**config.mk**
```make
export PLATFORM = sky130hd
export DESIGN_NAME = key_sequencer
export DESIGN_NICKNAME = d
export VERILOG_FILES = /design/src/rtl/key_sequencer_pkg.sv /design/src/rtl/key_sequencer_sched.sv /design/src/rtl/key_sequencer.sv
export SDC_FILE = /design/constraint.sdc
export NUM_CORES = 1
export LEC_CHECK = 0
export ABC_AREA = 1
export CAP_MARGIN = 15
export CORE_ASPECT_RATIO = 0.9
export CORE_MARGIN = 4
export CORE_UTILIZATION = 60
export CTS_BUF_LIST = sky130_fd_sc_hd__clkbuf_8 sky130_fd_sc_hd__clkbuf_16
export DETAILED_ROUTE_END_ITERATION = 10
export GPL_ROUTABILITY_DRIVEN = 0
export PLACE_DENSITY = 0.95
export SLEW_MARGIN = 20
export SYNTH_ARGS = -nofsm -noshare
export SYNTH_HDL_FRONTEND = slang
export SYNTH_SLANG_ARGS = --single-unit
```
**constraint.sdc**
```tcl
create_clock -name clk -period 4.1 [get_ports clk]
set_clock_uncertainty 0.05 [all_clocks]
set_input_delay 0.82 -clock clk [delete_from_list [all_inputs] [get_ports clk]]
set_output_delay 0.82 -clock clk [all_outputs]
set_load 0.05 [all_outputs]
```
**src/rtl/key_sequencer_pkg.sv**
```systemverilog
// Shared types, widths and DES key-schedule tables for the key sequencer.
package key_seq_pkg;

  localparam int unsigned KEY_W  = 32'd64;
  localparam int unsigned CD_W   = 32'd56;
  localparam int unsigned RK_W   = 32'd48;
  localparam int unsigned HALF_W = 32'd28;
  localparam int unsigned ROUNDS = 32'd16;

  typedef enum logic [1:0] {
    IDLE = 2'd0,
    LOAD = 2'd1,
    EMIT = 2'd2
  } state_e;

  localparam logic [1:0] SHIFT_TAB [ROUNDS] = '{
    2'd1, 2'd1, 2'd2, 2'd2, 2'd2, 2'd2, 2'd2, 2'd2,
    2'd1, 2'd2, 2'd2, 2'd2, 2'd2, 2'd2, 2'd2, 2'd1
  };

  // Entries are FIPS bit numbers (1 = MSB of the source word).
  localparam logic [6:0] PC1_TAB [CD_W] = '{
    7'd57, 7'd49, 7'd41, 7'd33, 7'd25, 7'd17, 7'd9,  7'd1,  7'd58, 7'd50, 7'd42, 7'd34, 7'd26, 7'd18,
    7'd10, 7'd2,  7'd59, 7'd51, 7'd43, 7'd35, 7'd27, 7'd19, 7'd11, 7'd3,  7'd60, 7'd52, 7'd44, 7'd36,
    7'd63, 7'd55, 7'd47, 7'd39, 7'd31, 7'd23, 7'd15, 7'd7,  7'd62, 7'd54, 7'd46, 7'd38, 7'd30, 7'd22,
    7'd14, 7'd6,  7'd61, 7'd53, 7'd45, 7'd37, 7'd29, 7'd21, 7'd13, 7'd5,  7'd28, 7'd20, 7'd12, 7'd4
  };

  localparam logic [5:0] PC2_TAB [RK_W] = '{
    6'd14, 6'd17, 6'd11, 6'd24, 6'd1,  6'd5,  6'd3,  6'd28, 6'd15, 6'd6,  6'd21, 6'd10,
    6'd23, 6'd19, 6'd12, 6'd4,  6'd26, 6'd8,  6'd16, 6'd7,  6'd27, 6'd20, 6'd13, 6'd2,
    6'd41, 6'd52, 6'd31, 6'd37, 6'd47, 6'd55, 6'd30, 6'd40, 6'd51, 6'd45, 6'd33, 6'd48,
    6'd44, 6'd49, 6'd39, 6'd56, 6'd34, 6'd53, 6'd46, 6'd42, 6'd50, 6'd36, 6'd29, 6'd32
  };

  function automatic logic [HALF_W-1:0] rotl(input logic [HALF_W-1:0] h, input logic [1:0] s);
    logic [HALF_W-1:0] r;
    case (s)
      2'd1:    r = {h[HALF_W-2:0], h[HALF_W-1]};
      2'd2:    r = {h[HALF_W-3:0], h[HALF_W-1:HALF_W-2]};
      default: r = h;
    endcase
    return r;
  endfunction

  function automatic logic [HALF_W-1:0] rotr(input logic [HALF_W-1:0] h, input logic [1:0] s);
    logic [HALF_W-1:0] r;
    case (s)
      2'd1:    r = {h[0], h[HALF_W-1:1]};
      2'd2:    r = {h[1:0], h[HALF_W-1:2]};
      default: r = h;
    endcase
    return r;
  endfunction

endpackage

```
**src/rtl/key_sequencer_sched.sv**
```systemverilog
// Combinational DES key-schedule pieces: PC-1 front end and one
// left-rotate + PC-2 round stage.
module perm_PC1
  import key_seq_pkg::*;
(
  input  logic [KEY_W-1:0] key,
  output logic [CD_W-1:0]  cd
);

  for (genvar i = 0; i < CD_W; i++) begin : g_bit
    assign cd[CD_W-1-i] = key[KEY_W-PC1_TAB[i]];
  end

endmodule

module key_schedule
  import key_seq_pkg::*;
(
  input  logic [CD_W-1:0] cd,
  input  logic [3:0]      round,
  output logic [CD_W-1:0] cd_next,
  output logic [RK_W-1:0] rk
);

  logic [1:0] shift_s;

  assign shift_s = SHIFT_TAB[round];
  assign cd_next = {rotl(cd[CD_W-1:HALF_W], shift_s), rotl(cd[HALF_W-1:0], shift_s)};

  for (genvar i = 0; i < RK_W; i++) begin : g_bit
    assign rk[RK_W-1-i] = cd_next[CD_W-PC2_TAB[i]];
  end

endmodule

```
**src/rtl/key_sequencer.sv**
```systemverilog
// DES round-key sequencer with valid/ready output. Define KEY_STORE_EN to add
// a 16x48 key store (LOAD phase, replay without reloading the key).
module key_sequencer
  import key_seq_pkg::*;
(
  input  logic             clk,
  input  logic             rst_n,
  input  logic [KEY_W-1:0] key,
  input  logic             dec,
  input  logic             key_valid,
  output logic             key_ready,
  input  logic             replay,
  output logic [RK_W-1:0]  rk,
  output logic [3:0]       rk_idx,
  output logic             rk_last,
  output logic             rk_valid,
  input  logic             rk_ready,
  output logic             busy
);

  state_e          state_r, state_n;
  logic [CD_W-1:0] cd_r, pc1_s, ks_in_s, ks_next_s, cd_step_s;
  logic [RK_W-1:0] ks_rk_s, emit_rk_s, rk_r;
  logic [4:0]      cnt_r;
  logic [3:0]      gen_idx_s, ks_round_s, rk_idx_r;
  logic            dec_r, accept_s, replay_go_s, replay_ok_s, advance_s, done_s;
  logic            rk_last_r, rk_valid_r, busy_r, key_ready_r;

  perm_PC1 u_pc1 (.key(key), .cd(pc1_s));

  key_schedule u_ks (
    .cd     (ks_in_s),
    .round  (ks_round_s),
    .cd_next(ks_next_s),
    .rk     (ks_rk_s)
  );

  // cnt_r counts keys produced; decrypt walks the round index downwards.
  assign gen_idx_s = dec_r ? (4'd15 - cnt_r[3:0]) : cnt_r[3:0];
  assign advance_s = !rk_valid_r || rk_ready;
  assign done_s    = rk_valid_r && rk_ready && rk_last_r;

`ifdef KEY_STORE_EN
  localparam state_e ACCEPT_ST = LOAD;

  logic [RK_W-1:0] store_r [ROUNDS];
  logic            stored_r;

  assign ks_in_s     = cd_r;
  assign ks_round_s  = cnt_r[3:0];
  assign cd_step_s   = ks_next_s;
  assign emit_rk_s   = store_r[gen_idx_s];
  assign replay_ok_s = replay && stored_r;

  // Key store written in forward order during LOAD
  always_ff @(posedge clk) begin
    if (state_r == LOAD) begin
      store_r[cnt_r[3:0]] <= ks_rk_s;
    end
  end

  // Store-full flag; only a completed LOAD makes replay legal
  always_ff @(posedge clk) begin
    if (!rst_n) begin
      stored_r <= 1'b0;
    end else if (state_r == LOAD && cnt_r == 5'd15) begin
      stored_r <= 1'b1;
    end
  end
`else
  localparam state_e ACCEPT_ST = EMIT;

  logic [CD_W-1:0] rotr_s;
  logic [1:0]      rshift_s;
  logic            unused_replay_s;

  // C16D16 == C0D0, so decrypt starts from the loaded state and undoes each
  // round's shift; feeding the un-rotated state back through the stage
  // re-applies that shift and yields PC-2 of the current state.
  assign rshift_s        = SHIFT_TAB[gen_idx_s];
  assign rotr_s          = {rotr(cd_r[CD_W-1:HALF_W], rshift_s), rotr(cd_r[HALF_W-1:0], rshift_s)};
  assign ks_in_s         = dec_r ? rotr_s : cd_r;
  assign ks_round_s      = gen_idx_s;
  assign cd_step_s       = dec_r ? rotr_s : ks_next_s;
  assign emit_rk_s       = ks_rk_s;
  assign replay_ok_s     = 1'b0;
  assign unused_replay_s = replay;
`endif

  // Next-state decode; key acceptance wins over replay
  always_comb begin
    state_n     = state_r;
    accept_s    = 1'b0;
    replay_go_s = 1'b0;
    case (state_r)
      IDLE: begin
        if (key_valid) begin
          accept_s = 1'b1;
          state_n  = ACCEPT_ST;
        end else if (replay_ok_s) begin
          replay_go_s = 1'b1;
          state_n     = EMIT;
        end else begin
          state_n = IDLE;
        end
      end
      LOAD: begin
        if (cnt_r == 5'd15) state_n = EMIT;
        else                state_n = LOAD;
      end
      EMIT: begin
        if (done_s) state_n = IDLE;
        else        state_n = EMIT;
      end
      default: state_n = IDLE;
    endcase
  end

  // State register and registered status outputs
  always_ff @(posedge clk) begin
    if (!rst_n) begin
      state_r     <= IDLE;
      busy_r      <= 1'b0;
      key_ready_r <= 1'b1;
    end else begin
      state_r     <= state_n;
      busy_r      <= (state_n != IDLE);
      key_ready_r <= (state_n == IDLE);
    end
  end

  // Key state, counter and output register
  always_ff @(posedge clk) begin
    if (!rst_n) begin
      cd_r       <= '0;
      cnt_r      <= 5'd0;
      dec_r      <= 1'b0;
      rk_r       <= '0;
      rk_idx_r   <= 4'd0;
      rk_last_r  <= 1'b0;
      rk_valid_r <= 1'b0;
    end else begin
      case (state_r)
        IDLE: begin
          if (accept_s) begin
            cd_r  <= pc1_s;
            dec_r <= dec;
            cnt_r <= 5'd0;
          end else if (replay_go_s) begin
            dec_r <= dec;
            cnt_r <= 5'd0;
          end
        end
        LOAD: begin
          cd_r  <= ks_next_s;
          cnt_r <= (cnt_r == 5'd15) ? 5'd0 : cnt_r + 5'd1;
        end
        EMIT: begin
          if (advance_s) begin
            if (done_s) begin
              rk_valid_r <= 1'b0;
            end else begin
              rk_r       <= emit_rk_s;
              rk_idx_r   <= gen_idx_s;
              rk_last_r  <= (cnt_r == 5'd15);
              rk_valid_r <= 1'b1;
              cd_r       <= cd_step_s;
              cnt_r      <= cnt_r + 5'd1;
            end
          end
        end
        default: ;
      endcase
    end
  end

  assign rk        = rk_r;
  assign rk_idx    = rk_idx_r;
  assign rk_last   = rk_last_r;
  assign rk_valid  = rk_valid_r;
  assign busy      = busy_r;
  assign key_ready = key_ready_r;

endmodule
```
==> results.toml <==
[run_status]
status = "completed"

[critical_path]
rrSetupSlack_ns = 0.76
crit_path_start_kind = "register"
cp-startpoint = "cnt_r[0]"
arrival_ns = 3.59
path_max_fanout = 58
crit_type = "reg2reg"
crit_path_end_kind = "register"
timing.rr.start = "cnt_r[0]"
cp.required_ns = 4.34

[cts]
cts_buffer_depth = 2
cts_setup_buffers = 0
clock_latency_ns = 0.43
cts_max_level = 4
cts-root-buf = "clkbuf_16"
cts_hold_buf = 0
cts_buffers = 17
clkTransAtPathRegs_ns = 0.06
cts_tree = "yes"
cts_resized = 0
clkSinkCount = 120

[sta]
worstMarginPinSlew_ns = 1.10
fmax_ghz = 0.299
tns_ns = 0
min_period_ns = 3.34
period_share_pct = 81.6
drv_slew = 0
max_slew_margin_pct = 26.4
setup_violations = 0
rsz0062_at_grt = "no"
final_hold_viol_count = 0

[global_routing]
grt_overflow = 0
antenna_found_initial = 1
track_usage_pct = 32.4
grt_max_degree = 85
grt_pass1_vias = 9217
grt_pass1_wl_mm = 43.9

[logic_synthesis]
synth-xor-area-share_pct = 0.102
synth_top_family_by_area = "simple AND/OR/NAND/NOR gates"
yosys_warnings = 0
netlist_instances = 1489
syn_nets = 1566
yosysUniqueCellTypes = 28
syn_avg_cell_area_um2 = 5.79
synth_seq_cells = 120
synth_simple_gate_area_share_pct = 46.7
synth-adder-area-share_pct = 1.02
yosysSeqAreaShare_pct = 27.9
synth-compound-area-share_pct = 14.8
syn_area_um2 = 8620
synth_mux_area_share_pct = 0

[final_layout]
fin_util_pct = 73.0
stdcell_count = 1733
finalNetCount = 1604
drive_above_1_share_pct = 7.66
final_area_um2 = 10300
area_growth_pct = 18.9
antenna_cells = 0

[power_and_ir_drop]
p_per_area_nw_per_um2 = 455
p_leak_nw = 4.73
vdd_drop_max_uv = 404

[min_path]
hp-class = "reg2reg"
min-delay-start = "cd_r[30]"

[place]
port_buffers = 116
dp_hpwl_mm = 16.7
dp.cells = 1701
placed_area_um2 = 9660

[die]
start_util_pct = 61.3
die_h_um = 122
io_pins = 126
core_um2 = 14100
dieArea_um2 = 16400
die_width_um = 134
rows = 41

[detailed_routing]
drcViolationCount = 0
vias = 10588
ant_nets = 0
first_iter_violations = 2049
drt-pass1-iter-count = 9
wire_per_inst_um = 15.5
vias_per_cell = 6.11
wl_mm = 26.8

[flow_run]
cap_viol_max_count = 0
-- synth_stat cells --
library cell	instances	share of area, %
o22ai_1	1	0.073
nand3_1	279	16
nand4_1	1	0.073
nand3_2	2	0.23
a2bb2oi_1	1	0.10
or2_2	56	4.1
clkbuf_1	70	3.0
inv_2	2	0.087
nor2_1	217	9.4
buf_2	17	0.99
nand2_4	1	0.13
clkinv_1	1	0.043
buf_6	7	0.91
nand2_1	373	16
a31oi_1	56	4.1
o21ai_0	57	3.3
buf_4	10	0.87
nor3_1	2	0.12
ha_1	7	1.0
nand2_2	2	0.15
xor2_1	1	0.10
inv_1	68	3.0
a21oi_1	121	7.0
buf_1	13	0.57
a211oi_1	2	0.17
nor2_2	1	0.073
a311oi_1	1	0.10
dfxtp_1	120	28
-- worst paths after layout --
check,endpoint,cells after the start
max,cd_r[37],14
min,cd_r[30],2
max reg2reg,cd_r[37],14
min reg2reg,cd_r[30],2
-- registers in the layout (all words and copies together) (netlist names) --
register   flops
rk_last        1
cd_r          56
rk            48
state_r        2
rk_valid       1
cnt_r          5
busy           1
rk_idx         4
dec_r          1
key_ready      1
-- logic make-up (layout without fill, tap and decap cells) --
group	Yosys count	after routing
xor gates and xnor gates	1	1
and+or+nand+nor	934	934
DFF	120	120
AOI/OAI and AO/OA	239	239
adders and majority gates	7	7
buffers and inverters	188	239
-- power breakdown --
part           total [mW]  switching [mW]  leakage [nW]  internal (mW)
Sequential           1.40           0.111         0.988           1.29
Clock                1.50           0.541         0.304          0.964
Combinational        1.76            1.18          3.44          0.577
-- stage by stage --
step,power [mW],setup slack [ns],hold slack (ns)
after floorplan,2.70,1.86,0.404
after global placement,3.07,1.07,0.420
after detailed placement,3.12,1.01,0.432
after CTS,4.62,0.922,0.441
after global routing,4.89,0.621,0.460
final,4.67,0.756,0.443
-- layout by cell type (no fill, tap or decap), types with 5 or more instances in the layout --
cell type and n:
a21oi_1 121, a31oi_1 56, buf_4 18, clkbuf_16 17, clkbuf_8 5, clkdlybuf4s50_1 116, clkinv_2 6, dfxtp_1 119
ha_1 5, inv_1 69, nand2_1 373, nand3_1 279, nor2_1 217, o21ai_0 57, or2_2 56
-- layer usage --
layer	up-vias	GRT usage, %	part of all wire, %
li1	5003	-	-
met1	4693	45.8	41
met2	795	48.8	43
met3	95	7.43	14
met4	2	10.9	2.6
met5	-	0	0.048
-- worst max-delay path, stage by stage, from the launching register on --
cell and delay, ns:
dfxtp_1 0.45, inv_1 0.13, nand2_1 0.08, nand2_1 0.08, nor2_2 0.11, nand2_2 0.09, nand2_4 0.46, inv_1 0.68
buf_12 0.39, nand3_1 0.13, nand2_1 0.15, a21oi_1 0.18, nand2_1 0.09, nand2_1 0.07, a21oi_1 0.06
-- layout make-up --
class / instances / area (um^2)
Timing Repair Buffer: 136 / 1340
Tap cell: 193 / 241
Clock inverter: 10 / 100
Clock buffer: 22 / 494
Inverter: 71 / 268
Sequential cell: 120 / 2410
Multi-Input combinational cell: 1181 / 5410
Fill cell: 1175 / 3800
(Power assumes the default switching activity.)
